===== config.mk =====
export PLATFORM = sky130hd
export DESIGN_NAME = regfile_ctrl
export DESIGN_NICKNAME = d
export VERILOG_FILES = /design/src/rtl/regfile_ctrl_pkg.sv /design/src/rtl/regfile_ctrl.sv
export SDC_FILE = /design/constraint.sdc
export NUM_CORES = 1
export LEC_CHECK = 0
export BUFFER_PORTS_ARGS = -buffer_cell sky130_fd_sc_hd__buf_2
export CORE_ASPECT_RATIO = 1.1
export CORE_MARGIN = 4
export CORE_UTILIZATION = 50
export CTS_BUF_LIST = sky130_fd_sc_hd__clkbuf_4
export DETAILED_ROUTE_END_ITERATION = 16
export GPL_TIMING_DRIVEN = 0
export PLACE_DENSITY = 0.8
export SETUP_SLACK_MARGIN = 0.1
export SLEW_MARGIN = 20
export SYNTH_ARGS = -nofsm -noshare
export SYNTH_HDL_FRONTEND = slang
export SYNTH_SLANG_ARGS = --single-unit

===== constraint.sdc =====
create_clock -name clk -period 3.1 [get_ports clk]
set_input_delay 0.155 -clock clk [delete_from_list [all_inputs] [get_ports clk]]
set_output_delay 0.155 -clock clk [all_outputs]
set_load 0.02 [all_outputs]

===== src/rtl/regfile_ctrl_pkg.sv =====
// Shared definitions for the register file command controller: op encodings,
// FSM state type and default geometry.
package regfile_ctrl_pkg;

   localparam int unsigned DW_DEF   = 32;
   localparam int unsigned AW_DEF   = 5;
   localparam int unsigned NREG_DEF = 32;

   localparam logic [1:0] OP_READ    = 2'b00;
   localparam logic [1:0] OP_WRITE   = 2'b01;
   localparam logic [1:0] OP_RMW_ADD = 2'b10;
   localparam logic [1:0] OP_FILL    = 2'b11;

   typedef enum logic [2:0] {
      StIdle,
      StRead,
      StWrite,
      StRmw,
      StFill,
      StResp
   } state_e;

   // Work state entered when a command with this op is accepted.
   function automatic state_e op_to_state(input logic [1:0] op);
      unique case (op)
         OP_READ:    op_to_state = StRead;
         OP_WRITE:   op_to_state = StWrite;
         OP_RMW_ADD: op_to_state = StRmw;
         default:    op_to_state = StFill;
      endcase
   endfunction

endpackage


===== src/rtl/regfile_ctrl.sv =====
// Command-driven initiator for the register file: turns single-beat host
// commands into register file read/write port traffic and returns one
// response per command.
module regfile_ctrl
   import regfile_ctrl_pkg::*;
#(
   parameter int unsigned DW   = DW_DEF,
   parameter int unsigned AW   = AW_DEF,
   parameter int unsigned NREG = NREG_DEF
) (
   input  logic          clk,
   input  logic          rst_n,
   input  logic          cmd_valid,
   output logic          cmd_ready,
   input  logic [1:0]    cmd_op,
   input  logic [AW-1:0] cmd_addr_a,
   input  logic [AW-1:0] cmd_addr_b,
   input  logic [DW-1:0] cmd_data,
   output logic          rsp_valid,
   input  logic          rsp_ready,
   output logic [DW-1:0] rsp_data_a,
   output logic [DW-1:0] rsp_data_b,
   output logic          busy,
   output logic          rf_we,
   output logic [AW-1:0] rf_addr1,
   output logic [AW-1:0] rf_addr2,
   output logic [AW-1:0] rf_addr3,
   output logic [DW-1:0] rf_wdata,
   input  logic [DW-1:0] rf_rdata1,
   input  logic [DW-1:0] rf_rdata2
);

   state_e        state_q;
   logic [AW-1:0] addr_a_q;
   logic [AW-1:0] addr_b_q;
   logic [DW-1:0] data_q;
   logic [AW-1:0] cnt_q;
   logic [DW-1:0] rsp_a_q;
   logic [DW-1:0] rsp_b_q;

   // Sum used both as the RMW write data and as its reported new value.
   logic [DW-1:0] rmw_sum;
   assign rmw_sum = rf_rdata1 + data_q;

   // FSM: command capture, per-op work cycle(s), response hold.
   always_ff @(posedge clk or negedge rst_n) begin
      if (!rst_n) begin
         state_q  <= StIdle;
         addr_a_q <= '0;
         addr_b_q <= '0;
         data_q   <= '0;
         cnt_q    <= '0;
         rsp_a_q  <= '0;
         rsp_b_q  <= '0;
      end else begin
         unique case (state_q)
            StIdle: begin
               if (cmd_valid) begin
                  addr_a_q <= cmd_addr_a;
                  addr_b_q <= cmd_addr_b;
                  data_q   <= cmd_data;
                  cnt_q    <= '0;
                  state_q  <= op_to_state(cmd_op);
               end
            end
            StRead: begin
               rsp_a_q <= rf_rdata1;
               rsp_b_q <= rf_rdata2;
               state_q <= StResp;
            end
            StWrite: begin
               rsp_a_q <= data_q;
               rsp_b_q <= '0;
               state_q <= StResp;
            end
            StRmw: begin
               rsp_a_q <= rf_rdata1;
               rsp_b_q <= rmw_sum;
               state_q <= StResp;
            end
            StFill: begin
               cnt_q <= cnt_q + 1'b1;
               if (cnt_q == AW'(NREG - 1)) begin
                  rsp_a_q <= data_q;
                  rsp_b_q <= DW'(NREG);
                  state_q <= StResp;
               end
            end
            StResp: begin
               if (rsp_ready) begin
                  state_q <= StIdle;
               end
            end
            default: state_q <= StIdle;
         endcase
      end
   end

   // Register file port drive; decoded from the registered state so rf_we
   // drops together with an asynchronous reset.
   always_comb begin
      rf_we    = 1'b0;
      rf_addr1 = '0;
      rf_addr2 = '0;
      rf_addr3 = '0;
      rf_wdata = '0;
      unique case (state_q)
         StRead: begin
            rf_addr1 = addr_a_q;
            rf_addr2 = addr_b_q;
         end
         StWrite: begin
            rf_we    = 1'b1;
            rf_addr3 = addr_a_q;
            rf_wdata = data_q;
         end
         StRmw: begin
            rf_we    = 1'b1;
            rf_addr1 = addr_a_q;
            rf_addr3 = addr_a_q;
            rf_wdata = rmw_sum;
         end
         StFill: begin
            rf_we    = 1'b1;
            rf_addr3 = cnt_q;
            rf_wdata = data_q;
         end
         default: ;
      endcase
   end

   assign cmd_ready  = (state_q == StIdle);
   assign busy       = (state_q != StIdle);
   assign rsp_valid  = (state_q == StResp);
   assign rsp_data_a = rsp_a_q;
   assign rsp_data_b = rsp_b_q;

endmodule


# Word-level counts from Yosys, hierarchy flattened
# Index checks and enable logic that the tools add are counted.
[totals]
memories = 0
latch_bits = 0
wordCells = 52
mem_bits_ro = 0
out_inout_bits = 115
register_bits = 114
ramBits = 0
inputBits = 112
[classes]
n_bitwise = 0
div = 0
muxes = 16
eq_ne = 11
shift = 0
n_reduce_logical = 16
multipliers = 0
n_addsub = 2
order_cmp = 0
[op_table]
columns = ["operator", "count"]
rows = [
  ["32-bit one-hot mux with 4 select lines", 1],
  ["32-bit one-hot mux with 3 select lines", 1],
  ["32-bit two-way mux", 2],
  ["32-bit one-hot mux with 2 select lines", 1],
  ["32-bit adder", 1],
  ["5-bit one-hot mux with 2 select lines", 2],
  ["5-bit two-way mux", 3],
  ["3-bit one-hot mux with 4 select lines", 1],
  ["3-bit two-way mux", 3],
  ["3-bit one-hot mux with 3 select lines", 1],
  ["2-bit AND reduction", 4],
  ["3-bit by 2-bit == test with 1-bit output (second input constant)", 2],
  ["3-bit == test (second input constant)", 2],
  ["3-bit nonzero test", 2],
  ["2-bit OR reduction", 3],
  ["3-bit OR reduction", 2],
  ["5-bit by 1-bit adder with 5-bit output (second input constant)", 1],
  ["5-bit == test (second input constant)", 1],
  ["2-bit inequality test (second input constant)", 2],
  ["4-bit nonzero test", 1],
  ["3-bit by 1-bit == test with 1-bit output (second input constant)", 1],
  ["3-bit logical NOT", 1],
  ["3-bit AND reduction", 1],
  ["2-bit by 1-bit == test with 1-bit output (second input constant)", 1],
  ["5 further kinds", 5],
]

# Longest topological paths before layout
[logic_depth]
depth_word = 4
depth_mapped = 11
depth_no_buf = 11

# Least setup slack after synthesis
# OpenSTA, ideal clock, no wires.
[synth_path]
path_type = "reg2out"
from = "register data_q[0]"
to = "output port rf_wdata[10]"
stages_incl_launch_ff = 12
setup_slack_ps = 534
arrival_time_ps = 2411
cell_sequence = "dfrtp_1 > ha_1 > inv_1 > fa_1 > nor2b_2 > o2111a_2 > or2_1 > nor2b_1 > a311oi_1 > xnor2_1 > nand2_1 > a21oi_1"
[synth_via]
elab_chain_cells = 2
[synth_rtl]
columns = ["item", "line", "source"]
rows = [
  ["start, declared", "regfile_ctrl.sv:36", "logic [DW-1:0] data_q;"],
  ["start signal, assigned", "regfile_ctrl.sv:61", "data_q <= cmd_data;"],
  ["32-bit adder", "regfile_ctrl.sv:43", "assign rmw_sum = rf_rdata1 + data_q;"],
  ["32-bit one-hot mux with 2 select lines", "regfile_ctrl.sv:107", "unique case (state_q)"],
  ["end, declared", "regfile_ctrl.sv:28", "output logic [DW-1:0] rf_wdata,"],
]
# No other way between the ends.

# Worst setup path after layout
[layout_path]
from = "register data_q[0]"
to = "output port rf_wdata[28]"
# The elaborated chain is that of the path after synthesis.

==> impl_metrics.yaml <==
power:
  ir_drop_mv: 0.615
  powerDensity_nw_per_um2: 1160
  swShare_pct: 50.7
  p_clk_share_pct: 8.1
  p_int_mw: 6.60
  comb_power_share_pct: 70.3
  p_leak_nw: 5.31
  p_sw_mw: 6.78
  power.total_mw: 13.4
  p_seq_share_pct: 21.6
synthesis:
  ys_warn_count: 0
  yosys_register_bits: 114
  synth_flop_cell: "dfrtp_1"
  synth_area_um2: 7320
  ys_types: 70
  synth_edf_count: 0
  syn_avg_cell_area_um2: 8.57
  syn_nets: 1004
  synth-async-reset-ratio_pct: 100
  synth_area_leaders: "dfrtp_1, nand2_1, mux2_2"
  seq_area_frac_synth_pct: 38.9
  synth_cells: 855
  yosys.area.top_type: "dfrtp_1"
  yosysTopAreaCellShare_pct: 38.9
place:
  dp_cells: 1274
  io_buffer_count: 226
  placed_cell_area_um2: 8730
  dp_slack_ns: 0.0238
  globalplace.congestion: 0.973
  dp_hpwl_um: 19000
clock_tree:
  clkLatencyLatePin_ns: 0.57
  h-tree-depth: 4
  clock-sinks: 114
  cts-root-buf: "clkbuf_4"
  cts_tree: "yes"
  path_clk_slew_ns: 0.11
  cts_made_buffers: 17
  cts.path.max_buffers: 2
drt:
  wl_um: 31100
  first_pass_iters: 6
  num_vias: 8802
  drtIter0Drc: 871
  wl_per_cell_um: 21.0
  drc: 0
  ant_nets: 0
  avgViaCountPerCell: 5.96
critical_path:
  arrival_ns: 3.23
  worst_setup_path_end_kind: "output pin"
  cp-start-kind: "flip-flop"
  worst-path-max-fanout: 3
  crit_start: "data_q[0]$_DFFE_PN0P_"
  worst-setup-path-type: "flip-flop to output pin"
  r2r_setup_slack_ns: 0.29
  timing.rr.start: "cnt_q[0]$_DFFE_PN0P_"
  r2r_end: "rsp_data_a[12]$_DFFE_PN0P_"
  rr_worst_depth: 8
  cp-endpoint: "rf_wdata[28]"
  cp_data_required_time_ns: 2.94
final_layout:
  nets: 1423
  seqCellArea_um2: 2860
  stdcell_count: 1478
  fin_util_pct: 79.8
  final_area_um2: 11500
  most-common-layout-cells: "buf_2, nand2_1, dlygate4sd3_1"
  syn2layout_area_growth_pct: 56.8
  multi_input_area_um2: 4830
  final_common_cell: "buf_2"
  drive_gt1_share_pct: 40.5
  fillers: 848
status:
  outcome: "finished with violations"
  violations: "setup timing"
sta:
  finalHoldViolCount: 0
  rsz0062_at_grt: "true"
  hold_ws_ns: 0.0338
  relSlewSlack_pct: 44.5
  fin_skew_ns: 0.0153
  fin_tns_setup_ns: -1.59
  maxSlewViolCount: 0
  finalSetupViolCount: 11
  max_clock_freq_ghz: 0.295
  fin_crit_sh_pct: 109
  worst_pin_slew_ns: 0.832
  finalWorstPathRequiredPeriod_ns: 3.39
  setup_slack_ns: -0.288
worst_hold_path:
  hold_class: "primary input to flip-flop"
die:
  die_area_um2: 16700
  start_util_pct: 50.9
  die_h_um: 135
  pin_count: 227
  die_x_um: 123
  core_area_um2: 14400
  rows: 46
flow_run:
  cap_violations: 0
global_route:
  grt_pass1_vias: 9066
  gr-usage-all-layers_pct: 36.1
  grt_pass1_wl_um: 46300
  gr-total-overflow: 0
  grt_max_degree: 68
  antenna_found_initial: 1
==> how the worst min path moves through the flow <==
| stage | from | endpoint | slack, ns | cells past startpoint |
|---|---|---|---|---|
| CTS | rf_rdata1[0] | rsp_data_b[0]$_DFFE_PN0P_ | 0.03 | 4 |
| floorplan | rst_n | addr_a_q[0]$_DFFE_PN0P_ | -0.14 | 0 |
| global route | cmd_op[0] | state_q[1]$_DFFE_PN0P_ | 0.06 | 4 |
| finish | rf_rdata1[0] | rsp_data_b[0]$_DFFE_PN0P_ | 0.03 | 4 |
| detailed placement | rst_n | data_q[29]$_DFFE_PN0P_ | 0.12 | 1 |
| global placement | cmd_data[1] | data_q[1]$_DFFE_PN0P_ | 0.36 | 3 |
==> Yosys cell counts, drive strengths merged, types with 2 or more instances <==
| cell | count |
|---|---|
| a211o | 3 |
| a211oi | 4 |
| a21o | 9 |
| a21oi | 64 |
| a221oi | 9 |
| a22oi | 4 |
| a311oi | 2 |
| a31oi | 47 |
| a32o | 2 |
| and2 | 13 |
| and3 | 8 |
| and4 | 2 |
| buf | 30 |
| clkbuf | 23 |
| dfrtp | 114 |
| ha | 36 |
| inv | 18 |
| mux2 | 43 |
| mux2i | 8 |
| nand2 | 176 |
| nand2b | 4 |
| nand3 | 14 |
| nand3b | 2 |
| nand4 | 7 |
| nor2 | 100 |
| nor2b | 4 |
| nor3 | 9 |
| nor3b | 2 |
| o211ai | 2 |
| o21ai | 41 |
| o21bai | 7 |
| o22ai | 3 |
| o31ai | 3 |
| or3 | 4 |
| xnor2 | 15 |
| xor2 | 9 |
==> sequential cells by signal, indices dropped and copies added (netlist names) <==
name and cells:
rsp_data_a 32, state_q 3, addr_a_q 5, cnt_q 5, rsp_data_b 32, addr_b_q 5
data_q 32
==> critical path, cell delays in order (launching register included) <==
cell      delay, ns
dfrtp_1        0.42
ha_4           0.17
inv_2          0.04
fa_2           0.39
nor2b_2        0.15
o2111a_2       0.24
o21ai_4        0.09
a21oi_4        0.20
o21ai_4        0.09
o41a_1         0.36
mux2i_1        0.22
nand2_1        0.13
buf_6          0.15
==> power groups by stage <==
stage / logic, mW / registers, mW / clock network, mW
global route: 9.96 / 2.96 / 1.15
finish: 9.40 / 2.89 / 1.09
CTS: 8.45 / 2.83 / 1.07
detailed placement: 7.04 / 2.86 / 0
global placement: 6.90 / 2.84 / 0
floorplan: 4.40 / 3.27 / 0
==> logic make-up (layout without fill, tap and decap cells) <==
logic type	after synthesis	after routing	synth area share [%]
compound gates	209	209	18.6
xor+xnor	24	24	2.87
fa+ha+maj	37	37	6.42
buf+inv	72	502	5.09
flops	114	114	38.9
mux	51	51	7.70
other cells	0	1	0
simple gates	348	348	20.4
==> routing by layer <==
metal / global-route usage [%] / wire, um / vias up
met2: 61.7 / 15200 / 619
met5: 0 / 0 / -
li1: - / - / 3828
met3: 8.84 / 2790 / 182
met4: 21.7 / 2000 / 0
met1: 40.3 / 11000 / 4173
==> final cells by class <==
class                   instances  share of cell area (%)
clock inverters                 9                   0.795
diodes                          1                  0.0218
clock buffers                  21                    1.37
plain buffers                  53                    3.09
multi-input cells             669                    42.1
well taps                     192                    2.09
inverters                      18                   0.588
flip-flops and latches        114                    24.9
repair buffers                401                    25.1
==> what timing repair did <==
action,4_1_cts,5_1_grt
buffers inserted,53,13
pin swaps,52,37
hold buffers,110,0
cloned,0,0
setup endpoints to repair,30,50
hold endpoints to repair,222,0
resized for setup,137,77
No activity file was read; power rests on OpenSTA's default activity.
